--- config.mk ---
export PLATFORM = sky130hd
export DESIGN_NAME = mux4_rr_arbiter
export DESIGN_NICKNAME = d
export VERILOG_FILES = /design/src/rtl/mux4_rr_arbiter_pkg.sv /design/src/rtl/mux4_1.sv /design/src/rtl/rr_pick4.sv /design/src/rtl/mux4_rr_arbiter.sv
export SDC_FILE = /design/constraint.sdc
export NUM_CORES = 1
export LEC_CHECK = 0
export CORE_AREA = 2 2 43 45
export CTS_CLUSTER_DIAMETER = 40
export DETAILED_ROUTE_END_ITERATION = 6
export DIE_AREA = 0 0 45 47
export PLACE_DENSITY = 0.8
export SLEW_MARGIN = 20
export SYNTH_ARGS = -nofsm -noshare
export SYNTH_HDL_FRONTEND = slang
export SYNTH_SLANG_ARGS = --single-unit
--- constraint.sdc ---
create_clock -name clk -period 2.73 [get_ports clk]
set_input_delay 0.273 -clock clk [delete_from_list [all_inputs] [get_ports clk]]
set_output_delay 0.273 -clock clk [all_outputs]
set_load 0.05 [all_outputs]
--- src/rtl/mux4_rr_arbiter_pkg.sv ---
// ---------------------------------------------------------------------------
// mux4_rr_arbiter_pkg
//   Shared definitions for the 4-way round-robin arbitrated mux:
//     - FSM state encoding (IDLE=0, GRANT=1)
//     - requester count and mux-select width
//     - index -> one-hot grant decode helper
// ---------------------------------------------------------------------------
package mux4_rr_arbiter_pkg;

    localparam int NUM_REQ = 4;
    localparam int SEL_W   = 2;

    typedef enum logic {
        ST_IDLE  = 1'b0,
        ST_GRANT = 1'b1
    } state_t;

    // Decode a requester index into its one-hot grant vector.
    function automatic logic [NUM_REQ-1:0] idx_to_onehot(input logic [SEL_W-1:0] idx);
        logic [NUM_REQ-1:0] oh;
        oh      = '0;
        oh[idx] = 1'b1;
        return oh;
    endfunction

endpackage

--- src/rtl/mux4_1.sv ---
// ---------------------------------------------------------------------------
// mux4_1
//   Plain 4:1 single-bit multiplexer.
//   Ports:
//     S       - 2-bit select
//     A0..A3  - data inputs
//     Y       - selected data (A[S])
// ---------------------------------------------------------------------------
module mux4_1 (
    input  logic [1:0] S,
    input  logic       A0,
    input  logic       A1,
    input  logic       A2,
    input  logic       A3,
    output logic       Y
);

    always_comb begin
        case (S)
            2'd0:    Y = A0;
            2'd1:    Y = A1;
            2'd2:    Y = A2;
            default: Y = A3;
        endcase
    end

endmodule

--- src/rtl/rr_pick4.sv ---
// ---------------------------------------------------------------------------
// rr_pick4
//   Combinational round-robin search over 4 request lines.
//   Ports:
//     req   - request vector, bit i = requester i
//     start - first index examined; order is start, start+1, .. mod 4
//     idx   - first set request found in that order (start when none)
//     any   - at least one request is set
// ---------------------------------------------------------------------------
module rr_pick4
    import mux4_rr_arbiter_pkg::*;
(
    input  logic [NUM_REQ-1:0] req,
    input  logic [SEL_W-1:0]   start,
    output logic [SEL_W-1:0]   idx,
    output logic               any
);

    logic [SEL_W-1:0] cand;

    // Walk from the farthest offset back to offset 0 so the closest set
    // request to 'start' is the last one written and therefore wins.
    // The SEL_W-bit add wraps naturally, giving the mod-4 order.
    always_comb begin
        idx  = start;
        cand = start;
        any  = |req;
        for (int k = NUM_REQ - 1; k >= 0; k--) begin
            cand = start + SEL_W'(k);
            if (req[cand]) idx = cand;
        end
    end

endmodule

--- src/rtl/mux4_rr_arbiter.sv ---
// ---------------------------------------------------------------------------
// mux4_rr_arbiter
//   Round-robin arbiter owning a shared 4:1 data mux. One requester at a
//   time is granted; the grant is held while its request stays high, for at
//   most MAX_HOLD consecutive cycles when others are waiting. A sole
//   requester keeps the grant indefinitely.
//
//   Parameters:
//     MAX_HOLD  - max consecutive grant cycles before forced rotation (2..15)
//   Ports:
//     clk       - clock, rising edge
//     rst       - synchronous active-high reset
//     req[3:0]  - request from requester i on bit i
//     A0..A3    - data from requesters 0..3
//     gnt[3:0]  - registered one-hot grant, zero when idle
//     gnt_valid - a grant is held (|gnt)
//     S[1:0]    - registered mux select = index of granted requester
//     Y         - A[S] while gnt_valid, else 0
// ---------------------------------------------------------------------------
module mux4_rr_arbiter
    import mux4_rr_arbiter_pkg::*;
#(
    parameter int MAX_HOLD = 4
) (
    input  logic               clk,
    input  logic               rst,
    input  logic [NUM_REQ-1:0] req,
    input  logic               A0,
    input  logic               A1,
    input  logic               A2,
    input  logic               A3,
    output logic [NUM_REQ-1:0] gnt,
    output logic               gnt_valid,
    output logic [SEL_W-1:0]   S,
    output logic               Y
);

    localparam int                HOLD_W   = $clog2(MAX_HOLD);
    localparam logic [HOLD_W-1:0] HOLD_MAX = HOLD_W'(MAX_HOLD - 1);

    state_t             state_q, state_d;
    logic [NUM_REQ-1:0] gnt_q,   gnt_d;
    logic [SEL_W-1:0]   s_q,     s_d;
    logic [SEL_W-1:0]   ptr_q,   ptr_d;
    logic [HOLD_W-1:0]  hold_q,  hold_d;

    logic [NUM_REQ-1:0] pick_req;
    logic [SEL_W-1:0]   pick_start;
    logic [SEL_W-1:0]   pick_idx;
    logic               pick_any;
    logic [SEL_W-1:0]   s_next_idx;
    logic               mux_y;

    assign s_next_idx = s_q + SEL_W'(1);

    // One picker serves both states. From IDLE the search starts at ptr over
    // all requests. In GRANT it starts just past the owner and the owner is
    // masked out, so a hand-off or forced rotation never re-picks it.
    assign pick_req   = (state_q == ST_IDLE) ? req   : (req & ~gnt_q);
    assign pick_start = (state_q == ST_IDLE) ? ptr_q : s_next_idx;

    rr_pick4 u_pick (
        .req   (pick_req),
        .start (pick_start),
        .idx   (pick_idx),
        .any   (pick_any)
    );

    // State register
    always_ff @(posedge clk) begin
        if (rst) begin
            state_q <= ST_IDLE;
            gnt_q   <= '0;
            s_q     <= '0;
            ptr_q   <= '0;
            hold_q  <= '0;
        end else begin
            state_q <= state_d;
            gnt_q   <= gnt_d;
            s_q     <= s_d;
            ptr_q   <= ptr_d;
            hold_q  <= hold_d;
        end
    end

    // Next-state / next-grant logic
    always_comb begin
        state_d = state_q;
        gnt_d   = gnt_q;
        s_d     = s_q;
        ptr_d   = ptr_q;
        hold_d  = hold_q;

        case (state_q)
            ST_IDLE: begin
                // S keeps its last value while idle; only gnt is cleared.
                gnt_d = '0;
                if (pick_any) begin
                    state_d = ST_GRANT;
                    gnt_d   = idx_to_onehot(pick_idx);
                    s_d     = pick_idx;
                    hold_d  = '0;
                end
            end

            ST_GRANT: begin
                if (!req[s_q]) begin
                    // Owner released: hand straight to the next waiter with
                    // no idle bubble, or drop back to IDLE.
                    ptr_d  = s_next_idx;
                    hold_d = '0;
                    if (pick_any) begin
                        gnt_d = idx_to_onehot(pick_idx);
                        s_d   = pick_idx;
                    end else begin
                        state_d = ST_IDLE;
                        gnt_d   = '0;
                    end
                end else if (hold_q != HOLD_MAX) begin
                    hold_d = hold_q + HOLD_W'(1);
                end else if (pick_any) begin
                    // Hold budget spent and someone else waits: rotate.
                    ptr_d  = s_next_idx;
                    gnt_d  = idx_to_onehot(pick_idx);
                    s_d    = pick_idx;
                    hold_d = '0;
                end
                // Otherwise: sole requester, keep grant with hold saturated.
            end

            default: begin
                state_d = ST_IDLE;
                gnt_d   = '0;
            end
        endcase
    end

    // Shared data path: select from registered S, gated by grant.
    mux4_1 u_mux (
        .S  (s_q),
        .A0 (A0),
        .A1 (A1),
        .A2 (A2),
        .A3 (A3),
        .Y  (mux_y)
    );

    assign gnt       = gnt_q;
    assign gnt_valid = |gnt_q;
    assign S         = s_q;
    assign Y         = gnt_valid & mux_y;

endmodule

Word level (Yosys, flattened, before mapping)

Index checks and enable logic that the tools add are counted.

Register bits after elaboration: 11
Latch bits: 0
Memory bits (writable): 0
Bits in read-only memories: 0
Input bits: 10
Output and inout bits: 8
Logic and storage cells: 72
Memories: 0

Add/sub/neg operators: 5
Multiply operators: 0
Div/mod/pow operators: 0
Order comparisons: 7
Equal/unequal tests: 7
Shift operators: 0
Multiplexer cells: 38
Bitwise gates (word level): 4
Reduce and logical (&&, ||, !) cells: 6

Operators by type and width:

| cell                | number |
|---|---|
| $mux 2              | 14 |
| $mux 4              | 5 |
| $lt 2x3->1 const B  | 6 |
| $bmux 1 s2          | 5 |
| $mux 1              | 8 |
| $pmux 2 s2          | 2 |
| $pmux 4 s2          | 1 |
| $reduce_or 4->1     | 2 |
| $add 2x1->2 const B | 3 |
| $ne 2x2->1 const B  | 3 |
| $ne 3x3->1 const B  | 2 |
| $add 2x2->2 const B | 2 |
| $and 4x4->4         | 1 |
| $not 4->4           | 1 |
| $pmux 1 s3          | 1 |
| $reduce_and 3->1    | 1 |
| $demux 1 s2         | 1 |
| $eq 2x1->1 const B  | 1 |
| $eq 2x2->1 const B  | 1 |
| $ge 2x1->1 const B  | 1 |
| $logic_not 2->1     | 1 |
| $pmux 1 s2          | 1 |
| $reduce_and 2->1    | 1 |
| $and 1x1->1         | 1 |
| other kinds (2)     | 2 |

Logic depth before layout (Yosys ltp)

Gate-level depths: netlist of the first run.

Word-level depth: 17
Gate-level depth with buffers: 8

Hierarchy

A second synthesis of the first run with hierarchy kept.

Cells, all modules: 79
Area, all modules: 725.7 um^2

Modules (own cells, without submodules):

| module          | instances | cells an instance | area each (um^2) |
|---|---|---|---|
| mux4_rr_arbiter | 1         | 62                | 603.1 |
| rr_pick4        | 1         | 16                | 100.1 |
| mux4_1          | 1         | 1                 | 22.5 |

Least setup slack after synthesis of the first run

No wires, ideal clock.

Kind: register to register
Start: register s_q[0] (netlist: S[0])
End: register gnt_q[2] (netlist: gnt[2])
Data arrival time: 2.392 ns
Data required time: 2.659 ns
Path slack: 0.267 ns
Cell stages (with the launch flop): 9
Clock period less this slack: 2.463 ns
Cell sequence: dfxtp_1 -> inv_1 -> ha_1 -> mux2i_1 -> nand3_1 -> o311ai_1 -> o21ai_1 -> or4_1 -> a21oi_1

Word-level cells in the longest chain between the ends: 17
Elaborated cells on any way between the ends: 32
Those cells by class: add/sub (4); order compare (2); eq/ne (2); mux (22); reduce/logical (2)

RTL lines:

| element                                                        | line                      | text |
|---|---|---|
| from (decl)                                                    | mux4_rr_arbiter.sv:43     | `logic [SEL_W-1:0] s_q, s_d;` |
| from (signal assigned)                                         | mux4_rr_arbiter.sv:74     | `s_q <= '0;` |
| from (signal assigned)                                         | mux4_rr_arbiter.sv:80     | `s_q <= s_d;` |
| $add 2x1->2 *                                                  | mux4_rr_arbiter.sv:54     | `assign s_next_idx = s_q + SEL_W'(1);` |
| via s_next_idx[0]                                              | mux4_rr_arbiter.sv:51     | `logic [SEL_W-1:0] s_next_idx;` |
| $mux 2 *                                                       | mux4_rr_arbiter.sv:60     | `assign pick_start = (state_q == ST_IDLE) ? ptr_q : s_next_idx;` |
| $add 2x2->2                                                    | rr_pick4.sv:29            | `cand = start + SEL_W'(k);` |
| $bmux 1 s2                                                     | rr_pick4.sv:30            | `if (req[cand]) idx = cand;` |
| $mux 1 (implied by the code)                                   | rr_pick4.sv:30            |  |
| $mux 2 (3 in series)                                           | rr_pick4.sv:30            |  |
| $mux 2 *                                                       | rr_pick4.sv:30            |  |
| $lt 2x3->1 (implied by the code) or $ge 2x1->1 (tied branches) | mux4_rr_arbiter_pkg.sv:22 | `oh[idx] = 1'b1;` |
| $logic_and 1x1->1 (implied by the code)                        | mux4_rr_arbiter_pkg.sv:22 |  |
| $mux 1 (implied by the code)                                   | mux4_rr_arbiter_pkg.sv:22 |  |
| $demux 1 s2 *                                                  | mux4_rr_arbiter_pkg.sv:22 |  |
| $mux 4                                                         | mux4_rr_arbiter.sv:121    | `end else if (pick_any) begin` |
| $mux 4                                                         | mux4_rr_arbiter.sv:119    | `end else if (hold_q != HOLD_MAX) begin` |
| $mux 4                                                         | mux4_rr_arbiter.sv:107    | `if (!req[s_q]) begin` |
| $pmux 4 s2 *                                                   | mux4_rr_arbiter.sv:94     | `case (state_q)` |
| to (signal assigned)                                           | mux4_rr_arbiter.sv:79     | `gnt_q <= gnt_d;` |
| to (decl)                                                      | mux4_rr_arbiter.sv:42     | `logic [NUM_REQ-1:0] gnt_q, gnt_d;` |

Mark *: on every way through the listed nets, which the timed path passes. The rest lies on a longest branch. The select of a mux whose other input is x is not followed.
A chain may end at the register's enable or synchronous reset.

Worst setup path after layout of the first run

Same ends and word-level chain as after synthesis.

==> qor.csv, run 1 <==
metric,value,unit
Met3 Routed Length,115,µm
Synth warnings,0,
via count,762,
layout cell share with drive strength beyond 1,7.34,%
First-pass DRT Iterations,5,
Final Max Tran Viols,0,
largest net degree at the start of global routing,15,
fin crit period,2.38,ns
worst skew pair latency,0.27,ns
Detailed Route WL,1.80,mm
crit path to,gnt[2],
endpoint type of the worst setup path,flop,
Starting Density,45.4,%
CTS Sinks,11,
Die Ht,47,µm
grt total ovfl,0,
routability cong.,0.974,
worst reg2reg endpoint,gnt[2],
post-synth cell types,36,
clk_skew,0.00479,ns
Routed Antenna Nets,0,
# nets final,125,
mapped cell area,749,µm²
# IOs,18,
clock buffer depth,2,
cts hold-fix bufs,0,
Reg2Reg Launch Point,S[0],
DIE WIDTH,45,µm
# H-tree levels,1,
CTS tree,built,
DR top layer,met4,
"most common cell after layout, fill and taps aside",clkdlybuf4s50_1,
CP peak stage delay,0.49,ns
Arrival @ worst endpoint,2.57,ns
Tcrit/Tclk final,87.2,%
most frequent cells in the layout,"16 x clkdlybuf4s50_1, 13 x nor2_1, 11 x dfxtp_1",
RSZ-0062 raised after global routing,no,
Avg WL per Cell,14.2,µm
Mapped Nets,105,
gr usage total,19.8,%
# Max-Cap Violations,0,
Final Setup Violations,0,
asr flop ratio synth,0,%
number of global-route vias before repair,711,
Die ar.,2120,µm²
Hold/Removal Path Class,flop to flop,
clock buffer count from CTS,3,
Seq cells post-synth,11,
Synth Instances,90,
Max Fclk,0.420,GHz
TNS Setup,0,ns
WP depth,8,
Setup crit start,S[0],
count of input and output buffers,17,
Worst Path Buf+Inv,1,
Slew @ Worst Pin,0.512,ns
clock root buffer,clkbuf_4,
status,"finished, final reports clean",
DRC,0,
Max IR drop VDD,0.339,mV
M1 wire length,832,µm
vias per cell,6.05,
Worst-path clk slew,0.07,ns
area grow syn2layout,27.4,%
"Primary FF master, synth",dfxtp_1,
Slowest cell on crit path,or4_1,
Crit path max-delay family,simple AND/OR/NAND/NOR gates,
setup ws final,0.349,ns
first-pass GRT wire length,3.08,mm
Crit Path Max Fanout,7,
Slew Limit Headroom,65.8,%
"EDFF count, synth",0,
# diodes,0,
"Req. time, crit path",2.92,ns
Power Density,662,nW/µm²
Worst Setup Start Kind,flop,
Hold WS,0.512,ns
Fin. Hold Viols,0,
num rows,15,
Static Leak,0.403,nW
antenna violations before repair,0,
worst reg2reg setup slack,0.35,ns
Worst Reg2Reg Path Length in Cells,8,
met2 WL,829,µm
"Critical Path, Cell by Cell",inv_1 > ha_1 > mux2i_1 > nand3_1 > o311ai_1 > o21ai_1 > or4_1 > a21oi_1,
sequential area share after synthesis,29.4,%
DRT iter0 DRCs,29,
core area,1650,µm²
Mean Syn Cell Area,8.33,µm²
CP Class,flop to flop,
dpl ws,0.403,ns
"Setup Fix Bufs, Post-CTS",0,
power breakdown:
| group | switching, W | internal, W |
|---|---|---|
| Sequential | 0.0000300 | 0.000181 |
| Clock | 0.0000547 | 0.0000565 |
| Combinational | 0.000188 | 0.000122 |
sequential cells by signal (all words and copies together) (netlist names):
name / flops
ptr_q: 2
gnt: 4
hold_q: 2
state_q: 1
S: 2
worst reg2reg max path: cells and delay by family, from the launching register on:
family	cells	cell delay [ns]
simple gates	2	0.64
flops	1	0.45
compound gates	3	0.44
fa+ha+maj	1	0.34
mux	1	0.33
buf+inv	1	0.11
per-layer routing:
metal	vias up	track usage, %
met4	0	8.82
met5	-	0
met2	36	31.7
met1	355	26.2
met3	2	3.46
li1	369	-
cell usage after synthesis, types with 2 or more instances:
cell type,count,area [µm²]
and2_1,2,12.5
a21oi_1,6,30.0
ha_1,5,62.6
mux2i_1,5,50.1
dfxtp_1,11,220
o21ai_0,5,25.0
a21boi_0,2,15.0
nand2b_1,3,18.8
nand2_1,6,22.5
o21ai_1,2,10.0
a21boi_1,2,15.0
nor2_1,13,48.8
inv_1,4,15.0
or4_1,2,15.0
area by class of cell:
class,instances,area (µm²)
clock buffer,4,26.3
fill,150,697
inverter,4,15.0
multi-input combinational,73,499
sequential,11,220
tap,17,21.3
timing repair buffer,17,173
stage by stage:
step	total power (W)	cells	util (%)	area, µm²
after floorplan	0.000427	90	-	749
after global placement	0.000516	122	56.1	926
after detailed placement	0.000523	122	56.1	926
after CTS	0.000633	126	57.7	952
after global routing	0.000674	126	57.8	955
final	0.000632	126	57.8	955
worst min-delay path by stage:
stage | start | endpoint | slack [ns] | cells after the start
2_1_floorplan | rst | gnt[3] | 0.34 | 1
3_5_place_dp | gnt[3] | gnt[3] | 0.50 | 2
6_report | gnt[3] | gnt[3] | 0.51 | 2
3_3_place_gp | hold_q[1] | hold_q[1] | 0.49 | 2
5_1_grt | gnt[3] | gnt[3] | 0.54 | 2
4_1_cts | gnt[3] | gnt[3] | 0.51 | 2
logic make-up after synthesis:
logic type | Yosys count | synth area share [%]
and+or+nand+nor | 33 | 21.7
AOI/OAI and AO/OA | 27 | 23.9
DFF | 11 | 29.4
muxes | 8 | 12.7
buffers and inverters | 6 | 4.01
adders and majority gates | 5 | 8.35
what timing repair did:
action | CTS | global route
hold endpoints to repair | 0 | 0
resized for setup | 0 | 1
setup endpoints to repair | 0 | 1
Note: power is estimated with default switching activity, not from simulation.
==> inputs of run 2 (changes only) <==
CORE_AREA = 2 2 42 47   (was 2 2 43 45)
DIE_AREA = 0 0 44 49   (was 0 0 45 47)
PLACE_DENSITY = 0.79   (was 0.8)
SKIP_CTS_REPAIR_TIMING = 1   (was default)
==> qor.csv, run 2 (synthesis results as in run 1) <==
metric,value,unit,change
Detailed Route WL,1.68,mm,was 1.80 mm
num rows,16,,was 15
CTS tree,built,,unchanged
clock root buffer,clkbuf_4,,unchanged
most frequent cells in the layout,"16 x clkdlybuf4s50_1, 13 x nor2_1, 11 x dfxtp_1",,unchanged
area of the multi-input gates,499,µm²,unchanged
# diodes,0,,unchanged
grt total ovfl,0,,unchanged
final core occ,56.0,%,was 57.8%
# H-tree levels,1,,unchanged
count of input and output buffers,17,,unchanged
Starting Density,43.5,%,was 45.4%
min-delay src,gnt[0],,was gnt[3]
register area,220,µm²,unchanged
status,"finished, final reports clean",,unchanged
# Max-Cap Violations,0,,unchanged
# nets final,126,,was 125
Final Setup Violations,0,,unchanged
worst skew pair latency,0.26,ns,was 0.27 ns
post-detail-place hpwl,1.38,mm,
CP Class,flop to flop,,unchanged
fin crit period,2.36,ns,was 2.38 ns
First-pass DRT Iterations,4,,was 5
Tcrit/Tclk final,86.6,%,was 87.2%
Slew @ Worst Pin,0.508,ns,was 0.512 ns
setup ws final,0.366,ns,was 0.349 ns
Arrival @ worst endpoint,2.55,ns,was 2.57 ns
Slew Limit Headroom,66.1,%,was 65.8%
Worst Setup Start Kind,flop,,unchanged
Worst-path clk slew,0.07,ns,about the same
Reg2Reg Launch Point,S[0],,unchanged
Layout Cells excl Fill,128,,was 126
flip-flop count of the largest register after layout,4,,unchanged
TNS Setup,0,ns,unchanged
"Req. time, crit path",2.92,ns,about the same
endpoint type of the worst setup path,flop,,unchanged
DRC,0,,unchanged
routability cong.,0.829,,was 0.974
CTS Sinks,11,,unchanged
DRT iter0 DRCs,19,,was 29
dpl ws,0.386,ns,was 0.403 ns
Die Ht,49,µm,was 47 µm
Fin. Hold Viols,0,,unchanged
RSZ-0062 raised after global routing,no,,unchanged
Static Leak,0.407,nW,was 0.403 nW
via count,715,,was 762
first-pass GRT wire length,2.85,mm,was 3.08 mm
Final Max Tran Viols,0,,unchanged
# IOs,18,,unchanged
vias per cell,5.59,,was 6.05
gr usage total,16.8,%,was 19.8%
antenna violations before repair,0,,unchanged
clk_skew,0.00344,ns,was 0.00479 ns
Avg WL per Cell,13.1,µm,was 14.2 µm
number of global-route vias before repair,695,,was 711
Routed Antenna Nets,0,,unchanged
Setup crit start,S[0],,unchanged
Hold/Removal Path Class,flop to flop,,unchanged
DIE WIDTH,44,µm,was 45 µm
Max IR drop VDD,0.263,mV,was 0.339 mV
clock buffer depth,2,,unchanged
Power Density,650,nW/µm²,was 662 nW/µm²
"most common cell after layout, fill and taps aside",clkdlybuf4s50_1,,unchanged
largest net degree at the start of global routing,15,,unchanged
core area,1720,µm²,was 1650 µm²
layout cell share with drive strength beyond 1,8.18,%,was 7.34%
Die ar.,2160,µm²,was 2120 µm²
area grow syn2layout,28.5,%,was 27.4%
clock buffer count from CTS,3,,unchanged
Placed Cells,124,,was 122
Crit Path Max Fanout,7,,unchanged
Max Fclk,0.423,GHz,was 0.420 GHz
Filler cells,166,,was 150
## run 2: cell types whose count changed in the layout (fill, tap and decap cells not counted), sizes merged
cell / delta
buf: +1
## run 2: final timing paths
check	end	slack, ns	depth (start not counted)
setup / recovery	gnt[2]	0.37	8
hold / removal	gnt[0]	0.50	2
setup reg to reg	gnt[2]	0.37	8
hold reg to reg	gnt[0]	0.50	2
## run 2: layout make-up
class / instances / share of cell area [%]
well taps: 18 / 2.34
inverters: 4 / 1.56
multi-input cells: 73 / 51.8
clock buffers: 4 / 2.73
repair buffers: 18 / 18.7
flip-flops and latches: 11 / 22.9
## run 2: per-stage QoR
stage	hold WS, ns	total power (W)	cell area (µm²)
finish	0.499	0.000626	963
global route	0.544	0.000668	963
CTS	0.500	0.000632	961
detailed placement	0.490	0.000523	935
global placement	0.485	0.000518	935
floorplan	0.342	0.000427	749
## run 2: where the power goes
part           internal (W)  total [W]  switching (W)
clock             0.0000564   0.000106      0.0000497
combinational      0.000126   0.000311       0.000185
sequential         0.000181   0.000209      0.0000278
## run 2: worst max-delay path: stages, from the launching register on
cell	delay (ns)
dfxtp_1	0.44
inv_1	0.12
ha_1	0.34
mux2i_1	0.32
nand3_1	0.16
o311ai_1	0.13
o21ai_1	0.18
or4_1	0.49
a21oi_1	0.13
## run 2: layer usage
layer  GRT usage (%)  part of all wire, %  wire (µm)  up-vias
li1                -                    -          -      370
met1            22.2                   46        777      321
met2            28.2                   49        823       20
met3            1.11                  3.4         57        4
met4            5.56                  1.4         23        0
met5               0                    0          0        -
